===== src/rtl/mult_seq_pkg.sv =====
// Shared state encoding and elaboration-time helpers for the sequential slice multiplier.
package mult_seq_pkg;

    typedef enum logic [1:0] {
        IDLE = 2'd0,
        MUL  = 2'd1,
        FIX  = 2'd2
    } state_t;

    function automatic int unsigned num_slices(input int unsigned width, input int unsigned slice);
        return width / slice;
    endfunction

    function automatic int unsigned num_pairs(input int unsigned na, input int unsigned nb);
        return na * nb;
    endfunction

    // Counter width that stays legal when only one slice exists.
    function automatic int unsigned cnt_width(input int unsigned n);
        return (n > 1) ? $clog2(n) : 1;
    endfunction

    function automatic int unsigned shift_amt(input int unsigned i, input int unsigned j,
                                              input int unsigned a_slice, input int unsigned b_slice);
        return i * a_slice + j * b_slice;
    endfunction

endpackage


===== src/rtl/mult_seq_param_slice_mult.sv =====
// Combinational unsigned A_SLICE x B_SLICE partial-product multiplier.
module slice_mult #(
    parameter int unsigned A_SLICE = 16,
    parameter int unsigned B_SLICE = 8
) (
    input  logic [A_SLICE-1:0]         x,
    input  logic [B_SLICE-1:0]         y,
    output logic [A_SLICE+B_SLICE-1:0] p_c
);

    localparam int unsigned SW = A_SLICE + B_SLICE;

    assign p_c = SW'(x) * SW'(y);

endmodule


===== src/rtl/mult_seq_param.sv =====
// Sequential multiplier: one slice partial product per clock into a full-width accumulator,
// with signed/unsigned mode handled by magnitude capture and a final conditional negate.
module mult_seq_param
    import mult_seq_pkg::*;
#(
    parameter int unsigned A_WIDTH = 32,
    parameter int unsigned B_WIDTH = 32,
    parameter int unsigned A_SLICE = 16,
    parameter int unsigned B_SLICE = 8
) (
    input  logic                       clk,
    input  logic                       reset,
    input  logic                       start,
    input  logic                       is_signed,
    input  logic [A_WIDTH-1:0]         a,
    input  logic [B_WIDTH-1:0]         b,
    output logic                       busy,
    output logic                       done,
    output logic [A_WIDTH+B_WIDTH-1:0] product
);

    localparam int unsigned NA = num_slices(A_WIDTH, A_SLICE);
    localparam int unsigned NB = num_slices(B_WIDTH, B_SLICE);
    localparam int unsigned P  = num_pairs(NA, NB);
    localparam int unsigned PW = A_WIDTH + B_WIDTH;
    localparam int unsigned SW = A_SLICE + B_SLICE;
    localparam int unsigned IW = cnt_width(NA);
    localparam int unsigned JW = cnt_width(NB);

    if ((A_WIDTH % A_SLICE) != 0 || (B_WIDTH % B_SLICE) != 0 || P == 0) begin : g_bad_width
        $error("mult_seq_param: operand widths must be non-zero multiples of slice widths");
    end

    state_t             state, state_n;
    logic [A_WIDTH-1:0] a_mag, a_mag_n;
    logic [B_WIDTH-1:0] b_mag, b_mag_n;
    logic               neg, neg_n;
    logic [PW-1:0]      acc, acc_n;
    logic [IW-1:0]      i, i_n;
    logic [JW-1:0]      j, j_n;
    logic               busy_n, done_n;
    logic [PW-1:0]      product_n;
    logic [A_SLICE-1:0] a_slice;
    logic [B_SLICE-1:0] b_slice;
    logic [SW-1:0]      pp;

    assign a_slice = a_mag[32'(i) * A_SLICE +: A_SLICE];
    assign b_slice = b_mag[32'(j) * B_SLICE +: B_SLICE];

    slice_mult #(
        .A_SLICE(A_SLICE),
        .B_SLICE(B_SLICE)
    ) u_slice_mult (
        .x  (a_slice),
        .y  (b_slice),
        .p_c(pp)
    );

    // State and datapath registers.
    always_ff @(posedge clk) begin
        if (reset) begin
            state   <= IDLE;
            a_mag   <= '0;
            b_mag   <= '0;
            neg     <= 1'b0;
            acc     <= '0;
            i       <= '0;
            j       <= '0;
            busy    <= 1'b0;
            done    <= 1'b0;
            product <= '0;
        end else begin
            state   <= state_n;
            a_mag   <= a_mag_n;
            b_mag   <= b_mag_n;
            neg     <= neg_n;
            acc     <= acc_n;
            i       <= i_n;
            j       <= j_n;
            busy    <= busy_n;
            done    <= done_n;
            product <= product_n;
        end
    end

    // Next-state and next-register logic; j is the inner slice index.
    always_comb begin
        state_n   = state;
        a_mag_n   = a_mag;
        b_mag_n   = b_mag;
        neg_n     = neg;
        acc_n     = acc;
        i_n       = i;
        j_n       = j;
        busy_n    = busy;
        done_n    = 1'b0;
        product_n = product;
        case (state)
            IDLE: begin
                if (start) begin
                    a_mag_n = (is_signed && a[A_WIDTH-1]) ? -a : a;
                    b_mag_n = (is_signed && b[B_WIDTH-1]) ? -b : b;
                    neg_n   = is_signed & (a[A_WIDTH-1] ^ b[B_WIDTH-1]);
                    acc_n   = '0;
                    i_n     = '0;
                    j_n     = '0;
                    busy_n  = 1'b1;
                    state_n = MUL;
                end
            end
            MUL: begin
                acc_n = acc + (PW'(pp) << shift_amt(32'(i), 32'(j), A_SLICE, B_SLICE));
                if (j == JW'(NB - 1)) begin
                    j_n = '0;
                    if (i == IW'(NA - 1)) begin
                        state_n = FIX;
                    end else begin
                        i_n = i + 1'b1;
                    end
                end else begin
                    j_n = j + 1'b1;
                end
            end
            FIX: begin
                product_n = neg ? -acc : acc;
                done_n    = 1'b1;
                busy_n    = 1'b0;
                state_n   = IDLE;
            end
            default: state_n = IDLE;
        endcase
    end

endmodule


===== config.mk =====
export PLATFORM = sky130hd
export DESIGN_NAME = mult_seq_param
export DESIGN_NICKNAME = d
export VERILOG_FILES = /design/src/rtl/mult_seq_pkg.sv /design/src/rtl/mult_seq_param_slice_mult.sv /design/src/rtl/mult_seq_param.sv
export SDC_FILE = /design/constraint.sdc
export NUM_CORES = 1
export LEC_CHECK = 0
export BUFFER_PORTS_ARGS = -buffer_cell sky130_fd_sc_hd__buf_2
export CAP_MARGIN = 5
export CORE_ASPECT_RATIO = 1.25
export CORE_MARGIN = 1.5
export CORE_UTILIZATION = 48
export DETAILED_ROUTE_END_ITERATION = 7
export PLACE_DENSITY = 0.78
export RECOVER_POWER = 50
export SYNTH_ARGS = -nofsm -noshare
export SYNTH_HDL_FRONTEND = slang
export SYNTH_SLANG_ARGS = --single-unit

===== constraint.sdc =====
create_clock -name clk -period 9.49 [get_ports clk]
set_clock_uncertainty 0.1 [all_clocks]
set_input_delay 0.949 -clock clk [delete_from_list [all_inputs] [get_ports clk]]
set_output_delay 0.949 -clock clk [all_outputs]
set_load 0.01 [all_outputs]

==> results of run 1 <==
layer usage:
| metal | global-route usage [%] | up-vias |
|---|---|---|
| met5 | 0 | - |
| met4 | 11.5 | 0 |
| met3 | 3.52 | 117 |
| met2 | 48.8 | 521 |
| met1 | 30.3 | 7918 |
| li1 | - | 8250 |
final cells by class:
type	count	area (sq um)
Fill cell	3421	16900
Multi-Input combinational cell	1841	12900
Sequential cell	200	4010
Timing Repair Buffer	189	983
Tap cell	480	601
Inverter	139	522
Clock buffer	18	439
Clock inverter	14	114
critical path, delay by kind of cell (launching register included):
family | cells | cell delay, ns
AOI/OAI and AO/OA | 15 | 3.34
xor gates and xnor gates | 1 | 0.28
adders and majority gates | 6 | 2.80
buffers and inverters | 5 | 0.57
DFF | 1 | 0.45
muxes | 2 | 0.24
and+or+nand+nor | 5 | 1.14
final timing paths:
check,from,endpoint,slack [ns],depth (start not counted)
worst max register to register,j[0],acc[60],0.48,34
worst min register to register,a_mag[21],a_mag[21],0.35,2
worst min-delay path,a_mag[21],a_mag[21],0.35,2
worst max-delay path,j[0],acc[60],0.48,34
state kept, by name (all words and copies together) (netlist names), 2 cells and up:
register / count
product: 64
b_mag: 32
state: 2
a_mag: 32
acc: 64
j: 2
timing repair:
action,in CTS,in global routing
gates resized for setup,0,17
endpoints found under the setup margin,0,25
setup buffers,0,3
power groups by stage:
stage | clock, uW | sequential (uW) | combinational, uW
4_1_cts | 726 | 910 | 979
6_report | 721 | 911 | 992
3_3_place_gp | 0 | 929 | 955
2_1_floorplan | 0 | 915 | 703
5_1_grt | 763 | 916 | 1100
3_5_place_dp | 0 | 930 | 972
per-stage QoR:
stage | setup WS (ns) | power, uW
after floorplan | 0.490 | 1620
after CTS | 0.0524 | 2620
final | 0.478 | 2620
after detailed placement | 0.0681 | 1900
after global routing | 0.0118 | 2780
after global placement | 0.206 | 1880
Yosys cell counts, types with 4 or more instances:
master	instances	area (sq um)
a211oi_1	60	450
a21o_1	41	308
a21oi_1	151	756
a221oi_1	5	43.8
a22o_1	27	236
a22oi_1	6	45.0
a311oi_1	10	87.6
a31oi_1	22	138
a41oi_1	6	52.6
and2_1	27	169
and3_1	9	56.3
buf_1	7	26.3
clkbuf_1	111	417
dfxtp_1	200	4000
fa_1	85	1700
ha_1	112	1400
inv_1	138	518
mux2_2	9	101
mux2i_1	29	290
nand2_1	228	856
nand2b_1	23	144
nand3_1	55	275
nand3b_1	4	30.0
nand4_1	19	119
nor2_1	284	1070
nor2b_1	9	56.3
nor3_1	30	150
nor4_1	18	113
o211ai_1	6	45.0
o21a_1	11	82.6
o21ai_0	168	841
o21ai_1	12	60.1
o21bai_1	14	105
o221ai_1	8	70.1
o22ai_1	24	150
o31ai_1	23	173
o41ai_1	17	149
or2_2	23	144
or3_1	26	163
or4_1	10	75.1
xnor2_1	78	683
xor2_1	110	963
cells by family after synthesis:
family | share of synthesized area (%)
muxes | 2.21
AOI/OAI and AO/OA | 23.1
adders and majority gates | 17.5
buffers and inverters | 5.50
DFF | 22.6
xor gates and xnor gates | 9.28
and+or+nand+nor | 19.9
==> flow_summary.yaml, run 1 <==
synthesis:
  ys_ff_latch: 200
  synth_edf_count: 0
  seq_area_frac_synth_pct: 22.6
  synth_area_sq_um: 17700
  async_reset_ff_share_pct: 0
  synth_cell_type_count: 68
  avgSynthCellArea_sq_um: 7.72
  syn-num-nets: 2564
  syn_inst: 2299
  yosysWarnings: 0
  ys.flop_type: "dfxtp_1"
place:
  gp_congestion: 0.994
  place_inst: 2846
  numPortBuffers: 133
  hpwl_um: 39600
  postPlaceCellArea_sq_um: 19000
worst_setup_path:
  cp-start-kind: "flip-flop"
  cpMostUsedCell: "fa_1"
  crit_path_max_incr_delay_ns: 0.57
  critPathMaxFanout: 11
  cp_slowest_cell: "fa_1"
  cp.required_ns: 9.76
  endpoint_kind: "flip-flop"
  cp.arrival_ns: 9.28
  critPathKind: "reg -> reg"
layout:
  final_common_cell: "nor2_1"
  diodes: 0
  drive_above_1_share_pct: 8.83
  stdcell_area_sq_um: 19500
  final_cell_mix: "282 x nor2_1, 228 x nand2_1, 196 x dfxtp_1"
  syn2layout_area_growth_pct: 10.1
  layout.cells.non_filler: 2881
  fin_util_pct: 53.7
  finalNetCount: 2653
worst_hold_path:
  hp-class: "reg -> reg"
clocking:
  htreeDepth: 4
  cts_tree: "built"
  cts.path.max_buffers: 2
  numCtsBuffers: 17
  clkSinkCount: 200
  clock-root-buffer: "clkbuf_16"
  insertion_delay_ns: 0.47
  clk_pin_slew_worst_paths_ns: 0.08
  hold_buffers: 0
detailed_routing:
  first_pass_iters: 5
  ant_nets: 0
  drc_errors: 0
  dr_total_vias: 16800
  wl_met1_um: 20500
  top_layer_used: "met4"
  met2_length_um: 25300
  wl_met3_um: 2280
  routed_wl_um: 50200
  routed_via_density: 5.83
  drt-initial-drc-count: 1265
  avgRoutedWirePerCell_um: 17.4
floorplan:
  start_util_pct: 48.7
  coreArea_sq_um: 36400
  die-height_um: 218
  ios: 134
  die_w_um: 175
  die-area_sq_um: 38100
  rows: 78
grt:
  antenna_found_initial: 0
  groute.usage.overall_pct: 26.4
  overflow: 0
  grt_max_degree: 105
  grt_pass1_vias: 16500
  grt_pass1_wl_um: 81900
pwr:
  combPwrFrac_pct: 37.8
  seq_power_share_pct: 34.7
  swShare_pct: 39.5
  p_int_uw: 1590
  max-vdd-ir-drop_mv: 0.137
  p_switching_uw: 1040
  p_clk_share_pct: 27.5
  power_per_cell_area_nw_per_um2: 134
  p_leak_uw: 0.00835
timing:
  rsz0062_at_grt: "no"
  slew_violations: 391
  final.setup.tns_ns: 0
  worst_pin_slew_ns: 3.82
  finalCriticalPeriod_ns: 9.01
  max_freq_mhz: 111
  holdWs_ns: 0.353
  slew_headroom_pct: -155
  min_period_over_period_pct: 95.0
  timing_hold_violations_final: 0
  setup_viol: 0
flow_run:
  maxCapViolations: 6
outcome:
  status: "finished, violations left"
  violations: "max-capacitance violations, max-slew violations"
Power figures use the tool's default switching activity.
==> inputs of run 2 (changes only) <==
- CORE_MARGIN: 1.5 -> 3
- CORE_UTILIZATION: 48 -> 44
- PLACE_DENSITY: 0.78 -> 0.73
==> flow_summary.yaml, run 2 (synthesis gave the netlist of run 1 again) <==
worst_setup_path:
  r2r_slack_ns: 0.46
  crit_path_max_incr_delay_ns: 0.52
  cp.required_ns: 9.75
  r2r_start: "j[0]"
  endpoint_kind: "flip-flop"
  path_buf_inv: 6
  cp.arrival_ns: 9.29
  timing.rr.end: "acc[60]"
  crit_family: "compound AO/OA/AOI/OAI gates"
  r2r_cells: 35
  cp_slowest_cell: "dfxtp_4"
  critPathKind: "reg -> reg"
  critPathMaxFanout: 20
  cp-start-kind: "flip-flop"
worst_hold_path:
  min_to: "product[63]"
  hp-class: "reg -> reg"
  min_from: "product[63]"
  hold_path_depth: 2
clocking:
  insertion_delay_ns: 0.47
  clock-root-buffer: "clkbuf_16"
  cts.path.max_buffers: 2
  clk_pin_slew_worst_paths_ns: 0.07
  numCtsBuffers: 17
  cts_tree: "built"
  htreeDepth: 4
  clkSinkCount: 200
  hold_buffers: 0
pwr:
  max-vdd-ir-drop_mv: 0.131
  seq_power_share_pct: 34.4
  p_switching_uw: 1010
  swShare_pct: 38.2
  power_per_cell_area_nw_per_um2: 136
  p_clk_share_pct: 28.7
  power.total_uw: 2650
  combPwrFrac_pct: 37.0
  p_int_uw: 1640
  p_leak_uw: 0.00833
layout:
  fillers: 3877
  fin_util_pct: 49.5
  finalNetCount: 2644
  final_cell_mix: "282 x nor2_1, 228 x nand2_1, 196 x dfxtp_1"
  diodes: 0
  final_common_cell: "nor2_1"
  drive_above_1_share_pct: 8.53
  largest_registers: "acc: 64 flops, product: 64 flops"
  syn2layout_area_growth_pct: 10.1
grt:
  groute.usage.overall_pct: 23.1
  grt_max_degree: 102
  overflow: 0
  grt_pass1_vias: 16200
  use_met3_pct: 2.70
  grt_pass1_wl_um: 81000
  grt.met2_usage_pct: 41.4
  grt.met1_usage_pct: 27.8
  antenna_found_initial: 0
  top_usage_layer: "met2"
detailed_routing:
  drt-initial-drc-count: 1141
  drc_errors: 0
  routed_wl_um: 50200
  avgRoutedWirePerCell_um: 17.4
  dr_total_vias: 16700
  routed_via_density: 5.78
  first_pass_iters: 5
  ant_nets: 0
floorplan:
  start_util_pct: 45.0
  coreArea_sq_um: 39400
  rows: 81
  die_w_um: 186
  die-height_um: 230
  die-area_sq_um: 42800
  ios: 134
place:
  numPortBuffers: 133
  gp_congestion: 0.970
  hpwl_um: 39800
timing:
  slew_violations: 242
  setup_viol: 0
  finalCriticalPeriod_ns: 9.03
  worst_pin_slew_ns: 3.46
  final.setup.tns_ns: 0
  slew_headroom_pct: -131
  min_period_over_period_pct: 95.2
  timing_hold_violations_final: 0
  rsz0062_at_grt: "no"
  max_freq_mhz: 111
outcome:
  violations: "max-capacitance violations, max-slew violations"
  status: "finished, violations left"
flow_run:
  maxCapViolations: 4
[run 2: worst register-to-register path, delay by kind of cell, from the launching register on]
| family | cells | cell delay (ns) |
|---|---|---|
| XOR/XNOR | 1 | 0.19 |
| buffers and inverters | 6 | 0.76 |
| flip-flops | 1 | 0.52 |
| AND/OR/NAND/NOR | 7 | 1.34 |
| multiplexers | 1 | 0.38 |
| AO/OA/AOI/OAI | 14 | 2.87 |
| adder cells (fa/ha/maj) | 6 | 2.77 |
[run 2: layout make-up]
class	count	area [sq um]	area share (%)
Tap cell	498	623	3.19
Clock inverter	11	136	0.698
Inverter	139	522	2.67
Clock buffer	21	460	2.36
Sequential cell	200	4010	20.5
Timing Repair Buffer	180	923	4.73
Multi-Input combinational cell	1841	12900	65.8
[run 2: how the worst max path moves through the flow]
stage	start	end	slack [ns]	cells past startpoint
floorplan	j[0]	acc[62]	0.49	33
global placement	j[0]	acc[63]	0.25	31
CTS	j[0]	acc[60]	0.05	31
finish	j[0]	acc[60]	0.46	35
detailed placement	j[0]	acc[60]	0.09	30
global route	j[0]	acc[60]	0.02	32
[run 2: repair_timing]
item	in CTS	in global routing
resized for setup	0	17
buffers inserted	0	1
endpoints found under the setup margin	0	27
[run 2: metal layers]
layer  up-vias  routed length, um  share of wire (%)
met5         -                  0                  0
li1       8224                  -                  -
met2       468              25000                 50
met3        92               2070                4.1
met4         0               1880                3.7
met1      7915              21200                 42
[run 2: metrics by stage]
step / worst slack [ns] / area (sq um) / hold slack, ns / cells
2_1_floorplan: 0.490 / 17700 / 0.331 / 2299
3_3_place_gp: 0.250 / 19000 / 0.330 / 2857
3_5_place_dp: 0.0919 / 19000 / 0.337 / 2857
4_1_cts: 0.0470 / 19600 / 0.351 / 2889
5_1_grt: 0.0226 / 19500 / 0.370 / 2890
6_report: 0.460 / 19500 / 0.350 / 2890
[run 2: power groups by stage]
stage | logic, uW | registers, uW | clock network, uW
global route | 1090 | 916 | 810
global placement | 952 | 929 | 0
finish | 981 | 912 | 761
detailed placement | 966 | 931 | 0
CTS | 971 | 911 | 776
floorplan | 703 | 915 | 0
==> inputs of run 3 (changes only) <==
- BUFFER_PORTS_ARGS: -buffer_cell sky130_fd_sc_hd__buf_2 -> unset
- DONT_BUFFER_PORTS: unset -> 1
- PLACE_DENSITY: 0.73 -> 0.7
==> flow_summary.yaml, run 3 (synthesis gave the netlist of run 1 again) <==
detailed_routing:
  avgRoutedWirePerCell_um: 18.0
  first_pass_iters: 5
  dr_total_vias: 16100
  drc_errors: 0
  routed_wl_um: 49600
  routed_via_density: 5.85
  ant_nets: 0
  drt-initial-drc-count: 1110
outcome:
  status: "finished, violations left"
  violations: "max-capacitance violations, max-slew violations"
worst_hold_path:
  min_to: "a_mag[21]"
  hp-class: "reg -> reg"
  hold_path_depth: 2
  min_from: "a_mag[21]"
clocking:
  htreeDepth: 4
  cts.path.max_buffers: 2
  clock-root-buffer: "clkbuf_16"
  clk_pin_slew_worst_paths_ns: 0.08
  hold_buffers: 0
  insertion_delay_ns: 0.47
  numCtsBuffers: 17
  cts_tree: "built"
  clkSinkCount: 200
layout:
  fillers: 3909
  final_common_cell: "nor2_1"
  stdcell_area_sq_um: 18900
  regArea_sq_um: 4010
  finalNetCount: 2505
  drive_above_1_share_pct: 5.95
  syn2layout_area_growth_pct: 6.48
  diodes: 0
  final_cell_mix: "282 x nor2_1, 228 x nand2_1, 196 x dfxtp_1"
  multi_input_area_sq_um: 12900
  fin_util_pct: 47.9
  largest_registers: "acc: 64 flops, product: 64 flops"
grt:
  groute.usage.overall_pct: 23.1
  grt_pass1_vias: 15900
  antenna_found_initial: 0
  grt_pass1_wl_um: 81000
  overflow: 0
  grt_max_degree: 108
worst_setup_path:
  cp-start-kind: "flip-flop"
  timing.rr.end: "acc[56]"
  crit_path_max_incr_delay_ns: 0.56
  crit_family: "compound AO/OA/AOI/OAI gates"
  r2r_slack_ns: 0.42
  endpoint_kind: "flip-flop"
  r2r_start: "i"
  r2r_cells: 30
  path_buf_inv: 3
  cp.arrival_ns: 9.32
  cp.required_ns: 9.75
  critPathMaxFanout: 12
  cp_slowest_cell: "fa_1"
  critPathKind: "reg -> reg"
flow_run:
  maxCapViolations: 5
timing:
  timing_hold_violations_final: 0
  fin_ws_ns: 0.423
  slew_headroom_pct: -159
  final.setup.tns_ns: 0
  setup_viol: 0
  slew_violations: 326
  finalCriticalPeriod_ns: 9.07
  worst_pin_slew_ns: 3.89
  min_period_over_period_pct: 95.5
  max_freq_mhz: 110
floorplan:
  ios: 134
  die-height_um: 230
  start_util_pct: 45.0
  die_w_um: 186
  coreArea_sq_um: 39400
  rows: 81
  die-area_sq_um: 42800
place:
  numPortBuffers: 0
  postPlaceCellArea_sq_um: 18200
  hpwl_um: 39300
  gp_congestion: 0.992
  dp_worst_setup_slack_ns: -0.0459
pwr:
  p_leak_uw: 0.00796
  max-vdd-ir-drop_mv: 0.137
  power_per_cell_area_nw_per_um2: 138
[run 3: cell count changes in the layout (fill, tap and decap cells not counted), moves of 3 or more]
cell,previous run,this run
mux2i_2,2,5
inv_8,1,4
buf_4,44,37
o21ai_1,8,12
clkbuf_1,72,5
mux2i_1,27,24
buf_2,66,0
[run 3: final cells by class]
class / count / area share [%]
clock buffer: 18 / 2.27
timing repair buffer: 41 / 1.55
inverter: 139 / 2.76
clock inverter: 13 / 0.808
tap: 498 / 3.30
multi-input combinational: 1841 / 68.1
sequential: 200 / 21.2
[run 3: worst register-to-register path, delay by kind of cell, from the launching register on]
kind / cells / cell delay [ns]
compound gates: 14 / 3.77
xor+xnor: 2 / 0.37
fa+ha+maj: 6 / 2.85
buf+inv: 3 / 0.41
flops: 1 / 0.48
mux: 1 / 0.48
simple gates: 4 / 0.50
[run 3: routing by layer]
metal | vias to the layer above | share of wire [%] | track usage, %
li1 | 7955 | - | -
met1 | 7559 | 42 | 28.0
met5 | - | 0 | 0
met3 | 106 | 4.4 | 3.23
met4 | 0 | 3.8 | 8.96
met2 | 454 | 50 | 41.2
[run 3: timing repair]
| item | 4_1_cts | 5_1_grt |
|---|---|---|
| gates cloned | 0 | 0 |
| setup endpoints to repair | 2 | 22 |
| gates resized for setup | 3 | 19 |
| pin swaps | 0 | 2 |
| buffers inserted | 0 | 1 |
[run 3: power breakdown]
group          internal [uW]  leakage, uW  switching, uW
registers                875      0.00163           38.7
logic                    348      0.00605            599
clock network            375     0.000286            374
total                   1600      0.00796           1010
[run 3: worst max path at each step]
stage	from	endpoint	slack [ns]	cells after the start
3_3_place_gp	i	acc[60]	0.09	30
6_report	i	acc[56]	0.42	30
4_1_cts	i	acc[60]	0.007	30
3_5_place_dp	i	acc[60]	-0.05	32
5_1_grt	j[0]	acc[60]	-0.007	32
2_1_floorplan	j[0]	acc[62]	0.49	33
[run 3: per-stage QoR]
step | total power (uW) | std cells | hold slack, ns
final | 2610 | 2750 | 0.361
after global routing | 2770 | 2750 | 0.390
after CTS | 2610 | 2749 | 0.359
after detailed placement | 1870 | 2718 | 0.349
after global placement | 1850 | 2718 | 0.337
after floorplan | 1620 | 2299 | 0.331
